<file path="src/rtl/melody_game_core.sv">
`default_nettype none
// ============================================================================
//  Module   : melody_game_core
//  Purpose  : Simon-style melody echo game. Plays the first `level` notes of a
//             stored melody, listens for the player to echo them back, grows
//             the echo length on success and ends with a full-length quiz
//             that counts misses.
//  Revision : 1.0 - initial release
// ============================================================================
module melody_game_core #(
  parameter int NOTE_W    = 4,
  parameter int SEQ_LEN   = 8,
  parameter int START_LEN = 3,
  parameter int TICK_DIV  = 5000000,
  parameter int ON_TICKS  = 2,
  parameter int OFF_TICKS = 1
) (
  input  logic                           clk,
  input  logic                           reset,
  input  logic [NOTE_W*SEQ_LEN-1:0]      seq_in,
  input  logic                           seq_load,
  input  logic [NOTE_W-1:0]              answer,
  input  logic                           answer_valid,
  output logic [NOTE_W-1:0]              piezo_out,
  output logic [NOTE_W-1:0]              led_out,
  output logic [2:0]                     state_out,
  output logic                           miss_out,
  output logic                           hit_out,
  output logic                           level_up_out,
  output logic [$clog2(SEQ_LEN+1)-1:0]   level_out,
  output logic [7:0]                     miss_count_out
);

  localparam int c_idx_w     = $clog2(SEQ_LEN);
  localparam int c_lvl_w     = $clog2(SEQ_LEN + 1);
  localparam int c_tick_w    = (TICK_DIV > 1) ? $clog2(TICK_DIV) : 1;
  localparam int c_max_ticks = (ON_TICKS > OFF_TICKS) ? ON_TICKS : OFF_TICKS;
  localparam int c_ph_w      = (c_max_ticks > 1) ? $clog2(c_max_ticks) : 1;

  localparam logic [c_tick_w-1:0] c_tick_last = c_tick_w'(TICK_DIV - 1);
  localparam logic [c_ph_w-1:0]   c_on_last   = c_ph_w'(ON_TICKS - 1);
  localparam logic [c_ph_w-1:0]   c_off_last  = c_ph_w'(OFF_TICKS - 1);
  localparam logic [c_lvl_w-1:0]  c_start_lvl = c_lvl_w'(START_LEN);
  localparam logic [c_lvl_w-1:0]  c_full_lvl  = c_lvl_w'(SEQ_LEN);
  localparam logic [c_idx_w-1:0]  c_last_idx  = c_idx_w'(SEQ_LEN - 1);

  typedef enum logic [2:0] {
    S_IDLE     = 3'd0,
    S_PLAY_ON  = 3'd1,
    S_PLAY_OFF = 3'd2,
    S_LISTEN   = 3'd3,
    S_QUIZ     = 3'd4,
    S_DONE     = 3'd5
  } state_t;

  state_t                      r_state,      w_state_nxt;
  logic [NOTE_W*SEQ_LEN-1:0]   r_seq,        w_seq_nxt;
  logic [c_lvl_w-1:0]          r_level,      w_level_nxt;
  logic [c_idx_w-1:0]          r_play_idx,   w_play_idx_nxt;
  logic [c_idx_w-1:0]          r_ans_idx,    w_ans_idx_nxt;
  logic [c_tick_w-1:0]         r_tick_cnt,   w_tick_cnt_nxt;
  logic [c_ph_w-1:0]           r_phase_cnt,  w_phase_cnt_nxt;
  logic [7:0]                  r_miss_count, w_miss_count_nxt;
  logic [NOTE_W-1:0]           r_piezo,      w_piezo_nxt;
  logic [NOTE_W-1:0]           r_led,        w_led_nxt;
  logic                        r_hit,        w_hit_nxt;
  logic                        r_miss,       w_miss_nxt;
  logic                        r_level_up,   w_level_up_nxt;

  logic                        w_tick;
  logic                        w_ans_match;
  logic                        w_phase_clr;
  logic [c_ph_w-1:0]           w_phase_step;
  logic [NOTE_W-1:0]           w_notes [SEQ_LEN];

  // Note view of the sequence as it will be after this edge, so a fresh load
  // drives its first note out on the very edge that accepts it.
  assign w_seq_nxt = seq_load ? seq_in : r_seq;

  for (genvar k = 0; k < SEQ_LEN; k++) begin : g_notes
    assign w_notes[k] = w_seq_nxt[NOTE_W*k +: NOTE_W];
  end

  assign w_tick      = (r_tick_cnt == c_tick_last);
  assign w_ans_match = (answer == w_notes[r_ans_idx]);

  // Next-state, index, counter and registered-output computation.
  always_comb begin
    w_state_nxt      = r_state;
    w_level_nxt      = r_level;
    w_play_idx_nxt   = r_play_idx;
    w_ans_idx_nxt    = r_ans_idx;
    w_miss_count_nxt = r_miss_count;
    w_hit_nxt        = 1'b0;
    w_miss_nxt       = 1'b0;
    w_level_up_nxt   = 1'b0;
    w_phase_step     = r_phase_cnt;
    w_piezo_nxt      = '0;
    w_led_nxt        = '0;

    if (seq_load) begin
      // A load restarts the game from any state and swallows any answer.
      w_level_nxt      = c_start_lvl;
      w_play_idx_nxt   = '0;
      w_ans_idx_nxt    = '0;
      w_miss_count_nxt = '0;
      w_state_nxt      = (seq_in == '0) ? S_IDLE : S_PLAY_ON;
    end else begin
      case (r_state)
        S_PLAY_ON: begin
          if (w_tick) begin
            if (r_phase_cnt == c_on_last) w_state_nxt  = S_PLAY_OFF;
            else                          w_phase_step = r_phase_cnt + c_ph_w'(1);
          end
        end
        S_PLAY_OFF: begin
          if (w_tick) begin
            if (r_phase_cnt == c_off_last) begin
              if (c_lvl_w'(r_play_idx) == r_level - c_lvl_w'(1)) begin
                w_state_nxt   = S_LISTEN;
                w_ans_idx_nxt = '0;
              end else begin
                w_play_idx_nxt = r_play_idx + c_idx_w'(1);
                w_state_nxt    = S_PLAY_ON;
              end
            end else begin
              w_phase_step = r_phase_cnt + c_ph_w'(1);
            end
          end
        end
        S_LISTEN: begin
          if (answer_valid) begin
            if (w_ans_match) begin
              w_hit_nxt = 1'b1;
              if (c_lvl_w'(r_ans_idx) == r_level - c_lvl_w'(1)) begin
                w_level_up_nxt = 1'b1;
                if (r_level < c_full_lvl) begin
                  w_level_nxt    = r_level + c_lvl_w'(1);
                  w_play_idx_nxt = '0;
                  w_state_nxt    = S_PLAY_ON;
                end else begin
                  w_ans_idx_nxt = '0;
                  w_state_nxt   = S_QUIZ;
                end
              end else begin
                w_ans_idx_nxt = r_ans_idx + c_idx_w'(1);
              end
            end else begin
              w_miss_nxt     = 1'b1;
              w_play_idx_nxt = '0;
              w_state_nxt    = S_PLAY_ON;
            end
          end
        end
        S_QUIZ: begin
          if (answer_valid) begin
            if (w_ans_match) begin
              w_hit_nxt = 1'b1;
            end else begin
              w_miss_nxt = 1'b1;
              if (r_miss_count != 8'hFF) w_miss_count_nxt = r_miss_count + 8'd1;
            end
            if (r_ans_idx == c_last_idx) w_state_nxt   = S_DONE;
            else                         w_ans_idx_nxt = r_ans_idx + c_idx_w'(1);
          end
        end
        default: ;
      endcase
    end

    // Every entry into a timed state (including re-entry on reload) restarts
    // the tick divider so each phase lasts whole ticks.
    w_phase_clr     = seq_load || (w_state_nxt != r_state);
    w_phase_cnt_nxt = w_phase_clr ? '0 : w_phase_step;
    w_tick_cnt_nxt  = (w_phase_clr || w_tick) ? '0 : r_tick_cnt + c_tick_w'(1);

    // Outputs follow the state being entered so they line up with state_out.
    case (w_state_nxt)
      S_PLAY_ON: begin
        w_piezo_nxt = w_notes[w_play_idx_nxt];
        w_led_nxt   = w_notes[w_play_idx_nxt];
      end
      S_LISTEN: begin
        // The last correctly echoed note stays lit until the next answer.
        if (r_state == S_LISTEN) w_led_nxt = w_hit_nxt ? answer : r_led;
      end
      S_QUIZ: begin
        w_led_nxt = w_notes[w_ans_idx_nxt];
      end
      default: ;
    endcase
  end

  // State register: all game state and registered outputs.
  always_ff @(posedge clk or posedge reset) begin
    if (reset) begin
      r_state      <= S_IDLE;
      r_seq        <= '0;
      r_level      <= c_start_lvl;
      r_play_idx   <= '0;
      r_ans_idx    <= '0;
      r_tick_cnt   <= '0;
      r_phase_cnt  <= '0;
      r_miss_count <= '0;
      r_piezo      <= '0;
      r_led        <= '0;
      r_hit        <= 1'b0;
      r_miss       <= 1'b0;
      r_level_up   <= 1'b0;
    end else begin
      r_state      <= w_state_nxt;
      r_seq        <= w_seq_nxt;
      r_level      <= w_level_nxt;
      r_play_idx   <= w_play_idx_nxt;
      r_ans_idx    <= w_ans_idx_nxt;
      r_tick_cnt   <= w_tick_cnt_nxt;
      r_phase_cnt  <= w_phase_cnt_nxt;
      r_miss_count <= w_miss_count_nxt;
      r_piezo      <= w_piezo_nxt;
      r_led        <= w_led_nxt;
      r_hit        <= w_hit_nxt;
      r_miss       <= w_miss_nxt;
      r_level_up   <= w_level_up_nxt;
    end
  end

  assign state_out      = r_state;
  assign piezo_out      = r_piezo;
  assign led_out        = r_led;
  assign hit_out        = r_hit;
  assign miss_out       = r_miss;
  assign level_up_out   = r_level_up;
  assign level_out      = r_level;
  assign miss_count_out = r_miss_count;

endmodule
`default_nettype wire
</file>
<file path="config.mk">
export PLATFORM = sky130hd
export DESIGN_NAME = melody_game_core
export DESIGN_NICKNAME = d
export VERILOG_FILES = /design/src/rtl/melody_game_core.sv
export SDC_FILE = /design/constraint.sdc
export NUM_CORES = 1
export LEC_CHECK = 0
export ABC_AREA = 1
export CAP_MARGIN = 20
export CORE_UTILIZATION = 53
export CTS_BUF_LIST = sky130_fd_sc_hd__clkbuf_8
export DETAILED_ROUTE_END_ITERATION = 8
export PLACE_DENSITY_LB_ADDON = 0.05
export SLEW_MARGIN = 20
export SYNTH_ARGS = -nofsm -noshare
export SYNTH_HDL_FRONTEND = slang
export SYNTH_SLANG_ARGS = --single-unit
export TNS_END_PERCENT = 1
</file>
<file path="constraint.sdc">
create_clock -name clk -period 2.5 [get_ports clk]
set_input_delay 0.375 -clock clk [delete_from_list [all_inputs] [get_ports clk]]
set_output_delay 0.375 -clock clk [all_outputs]
set_load 0.02 [all_outputs]
</file>
==> impl_summary.txt <==
----------------------------------------------------
[Worst hold path]
  Hold Path Class ... in2async

[Worst setup path]
  Maximum fanout along the worst path ... 12
  Cells along the critical path ... inv_2, ha_4, nor2_1, nor3b_2, nand4_1, o31ai_2, nand2_1, a21oi_2, nand2_2, buf_6, nand3_1, nand3_1, nand3_1, nand2_1, nand2_1, nand2_1, nand2_1, nand2_1
  Largest delay share family, worst path ... simple AND/OR/NAND/NOR gates
  Worst r2r path cells ... 18
  Number of buffers and inverters on the critical path ... 2
  Critical Path RT ... roughly 2.8 ns
  R2R Path End ... led_out[3]
  Arrival time of data at the critical path endpoint ... approximately 3.1 ns
  Element type at the critical path end ... register
  Slowest cell on the critical path ... dfstp_2
  FF-to-FF Start ... level_out[0]
  Critical path type ... reg2reg
  Critical path's largest stage delay ... approximately 0.55 ns
  Internal reg-to-reg setup slack ... -0.32 ns
  Setup crit start kind ... register
  Most numerous cell on the critical path ... nand2_1

[Clock tree]
  Maximum clock insertion buffer count ... 2
  CTS tree ... done
  Clock-pin slew on the worst setup and hold paths ... roughly 0.090 ns
  Num CTS Buffers ... 9
  Hold buffer count at cts ... 0
  Maximum level of the CTS H-tree ... 3
  Sinks on Clock Net ... 88
  Clock Root Buffer ... clkbuf_8
  Later-pin clock latency in the skew report ... 0.37 ns

[Synthesis]
  Number of nets in the synthesized netlist ... between 800 and 900
  Fraction of synthesized area in multiplexers ... 0
  Avg Cell Area, Syn ... roughly 6.9 sq um
  Most area-consuming cells after synthesis ... dfrtp_1 38%, nand2_1 17%, nand3_1 14%
  Largest area contributor in the netlist ... dfrtp_1
  Xor/xnor share of the synthesized area ... 0.0200
  FF+latch count, synth ... 88
  Number of enable-type register cells in the synthesized netlist ... 0
  Sequential share of the synthesized area ... 0.387
  Commonest cells in the synthesized netlist ... 260 x nand2_1, 154 x nand3_1, 96 x inv_1
  Post-synthesis instance area ... 5700 sq um
  Dominant register cell in the synthesized netlist ... dfrtp_1
  Fraction of registers with async set or reset after synthesis ... 1.00
  Adder and majority cell fraction of the synthesized area ... 0.0176
  Count of distinct cell types in the synthesized netlist ... 39
  Count leader, synth ... nand2_1
  Simple-gate area share of the yosys netlist ... 0.433
  Mapped Cells ... 829
  Share of the synthesized area in the top cell type ... 0.378
  Combinational family with the most area after synthesis ... simple AND/OR/NAND/NOR gates
  Yosys warning count ... 0
  Synth Area in Compound Gates ... 0.0520

[Pwr]
  Switching power ... around 2.5 mW
  Static Leakage ... roughly 4.1 nW
  Worst VDD drop ... between 0.0005 and 0.0006 V
  Fraction of power consumed by the clock network ... 0.187
  P per Cell Area ... between 700 and 800 nW/um^2
  Cell Int Power ... 3.55 mW
  Switching Fraction ... 0.409
  Part of the total power dissipated in combinational logic ... 0.531
  Share of total power in sequential cells ... 0.282

[Status]
  Failing checks ... setup timing
  Result of the run ... finished, violations left

[STA]
  Max Clk Rate ... 354 MHz
  Final worst slack ... -0.324 ns
  Slew headroom ... 0.590
  Worst slew pin tran ... 0.615 ns
  Fin crit period ... around 2.8 ns
  Period utilisation layout ... 1.13
  Endpoints failing hold ... 0
  Final setup violating endpoints ... 32
  RSZ-0062 raised after global routing ... yes
  Max-slew violation total from the final report ... 0
  Fin Clk Skew ... around 0.013 ns

[GRT]
  Number of antenna violations at the first check in global routing ... 0
  Total gr overflow ... 0
  Total GRT Usage ... 0.365
  First-pass GRT wire length ... 31.8 mm
  Number of global-route vias before repair ... 6612
  Maximum number of pins on one net before global-route repair ... 35

[Floorplan]
  Width of the die ... ~110 um
  Chip Height ... around 110 um
  Number of I/O pins ... between 60 and 70
  Area of the placeable core ... a little over 10000 sq um
  Initial standard-cell utilization of the core ... 0.549
  Die footprint ... 11200 sq um
  FP Rows ... 37

[Route]
  Count of TritonRoute iterations in the first routing pass ... 5
  Final routed wire length divided by cell count ... 16.6 um
  Vias after detailed routing ... 6640
  Total detailed-routing wirelength ... about 19 mm
  Vias per cell ... roughly 5.6
  Remaining routing DRC violations ... 0
  Initial drt markers ... a little under 500
  Antenna-violating nets left ... 0

[Finish]
  Synth-to-layout area growth ... 43.8%
  Post-Route Utilization ... 0.790
  Final standard cell count with taps included and fillers excluded ... ~1200
  Multi-input gate area ... about 3200 sq um
  Register area ... 2200 sq um
  Layout fillers ... approximately 770
  Antenna fix cells ... 0
  Number of nets in the layout ... around 1100
  Fraction of final layout cells sized beyond drive strength 1 ... 0.246

[Placement]
  Total instance count after detailed placement ... about 1200
  Detailed-placement wirelength estimate ... 14.8 mm
  Port-buffer cells ... 65
  Gp weighted congestion ... between 0.9 and 1
  Worst setup slack before clock tree synthesis ... -0.963 ns

[Run]
  Max_cap viols ... 0

----------------------------------------------------
-- layout by cell type (no fill, tap or decap), types with 3 or more instances in the layout --
cell             synthesis  final
a21oi_1                 19     17
a21oi_2                  2      3
a31oi_1                  5      3
buf_12                   0      8
buf_4                    5    139
buf_6                    1      6
clkbuf_8                 0     10
clkdlybuf4s50_1          0     64
clkinv_2                 0      4
dfrtp_1                 86     86
ha_1                     8      7
inv_1                   96     89
inv_2                    3      8
nand2_1                260    256
nand2_2                  8      8
nand2_4                  0      3
nand3_1                154    143
nand3_2                  2     12
nand3b_1                 4      4
nand4_1                  7      7
nor2_1                  57     47
nor2_2                   2     10
nor2_4                   2      4
nor3_1                  11     10
nor3_2                   8      9
nor3b_2                  3      5
nor4_1                   9      7
o21ai_0                 17     14
o21ai_1                  3      5
or4_1                    6      6
xnor2_1                  6      4
xor2_1                   7      7
-- flip-flops by register name, indices dropped and copies added (netlist names), 3 cells and up --
name            count
led_out             4
level_out           4
miss_count_out      8
piezo_out           4
r_ans_idx           3
r_play_idx          3
r_seq              32
r_tick_cnt         23
state_out           3
-- cells by family after synthesis --
kind of cell	after synthesis
xor gates and xnor gates	13
AOI/OAI and AO/OA	53
DFF	88
and+or+nand+nor	541
buffers and inverters	126
adders and majority gates	8
-- worst reg2reg max path, stage by stage, from the launching register on --
cell and delay [ns]:
dfstp_2 0.55, inv_2 0.05, ha_4 0.27, nor2_1 0.05, nor3b_2 0.16, nand4_1 0.20
o31ai_2 0.29, nand2_1 0.13, a21oi_2 0.17, nand2_2 0.14, buf_6 0.18, nand3_1 0.07
nand3_1 0.08, nand3_1 0.09, nand2_1 0.06, nand2_1 0.08, nand2_1 0.05, nand2_1 0.05
nand2_1 0.04
-- worst max path at each step --
stage	startpoint	endpoint	slack [ns]	cells after the start
after floorplan	level_out[0]	led_out[0]	-0.18	18
after global placement	seq_load	led_out[1]	-0.87	24
after detailed placement	seq_load	led_out[1]	-0.96	24
after CTS	level_out[0]	r_tick_cnt[20]	-0.32	18
after global routing	level_out[0]	led_out[3]	-0.56	18
final	level_out[0]	led_out[3]	-0.32	18
-- stage by stage --
| stage | hold slack [ns] | power (mW) | cell area, sq um | setup TNS [ns] |
|---|---|---|---|---|
| 3_3_place_gp | 0.477 | 4.45 | 7630 | -27.21 |
| 4_1_cts | 0.399 | 5.88 | 8100 | -8.12 |
| 2_1_floorplan | 0.433 | 3.27 | 5750 | -13.73 |
| 6_report | 0.383 | 6.01 | 8190 | -7.66 |
| 3_5_place_dp | 0.492 | 4.52 | 7630 | -31.39 |
| 5_1_grt | 0.422 | 6.35 | 8190 | -14.72 |
-- power groups by stage --
stage               clock, mW  sequential, mW  combinational (mW)
global route             1.18            1.71                3.46
finish                   1.12            1.70                3.19
detailed placement          0            1.72                2.80
global placement            0            1.71                2.74
floorplan                   0            1.80                1.47
CTS                      1.12            1.69                3.07
-- final cells by class --
cell class	count	share of cell area
clock buffers	10	0.0168
clock inverters	6	0.0101
inverters	101	0.0473
multi-input cells	616	0.396
flip-flops and latches	88	0.269
well taps	136	0.0208
repair buffers	220	0.240
-- repair_timing --
| action | in CTS | in global routing |
|---|---|---|
| endpoints found under the hold margin | 0 | 0 |
| resized for setup | 44 | 23 |
| endpoints found under the setup margin | 38 | 41 |
| setup buffers | 4 | 2 |
| cloned | 3 | 0 |
| pin swaps | 14 | 6 |
-- layer usage --
metal | track usage | part of all wire | vias up
li1 | - | - | 3110
met2 | 0.620 | 0.48 | 351
met3 | 0.0581 | 0.077 | 86
met5 | 0 | 0 | -
met4 | 0.202 | 0.061 | 0
met1 | 0.442 | 0.39 | 3093
(Power assumes the default switching activity.)
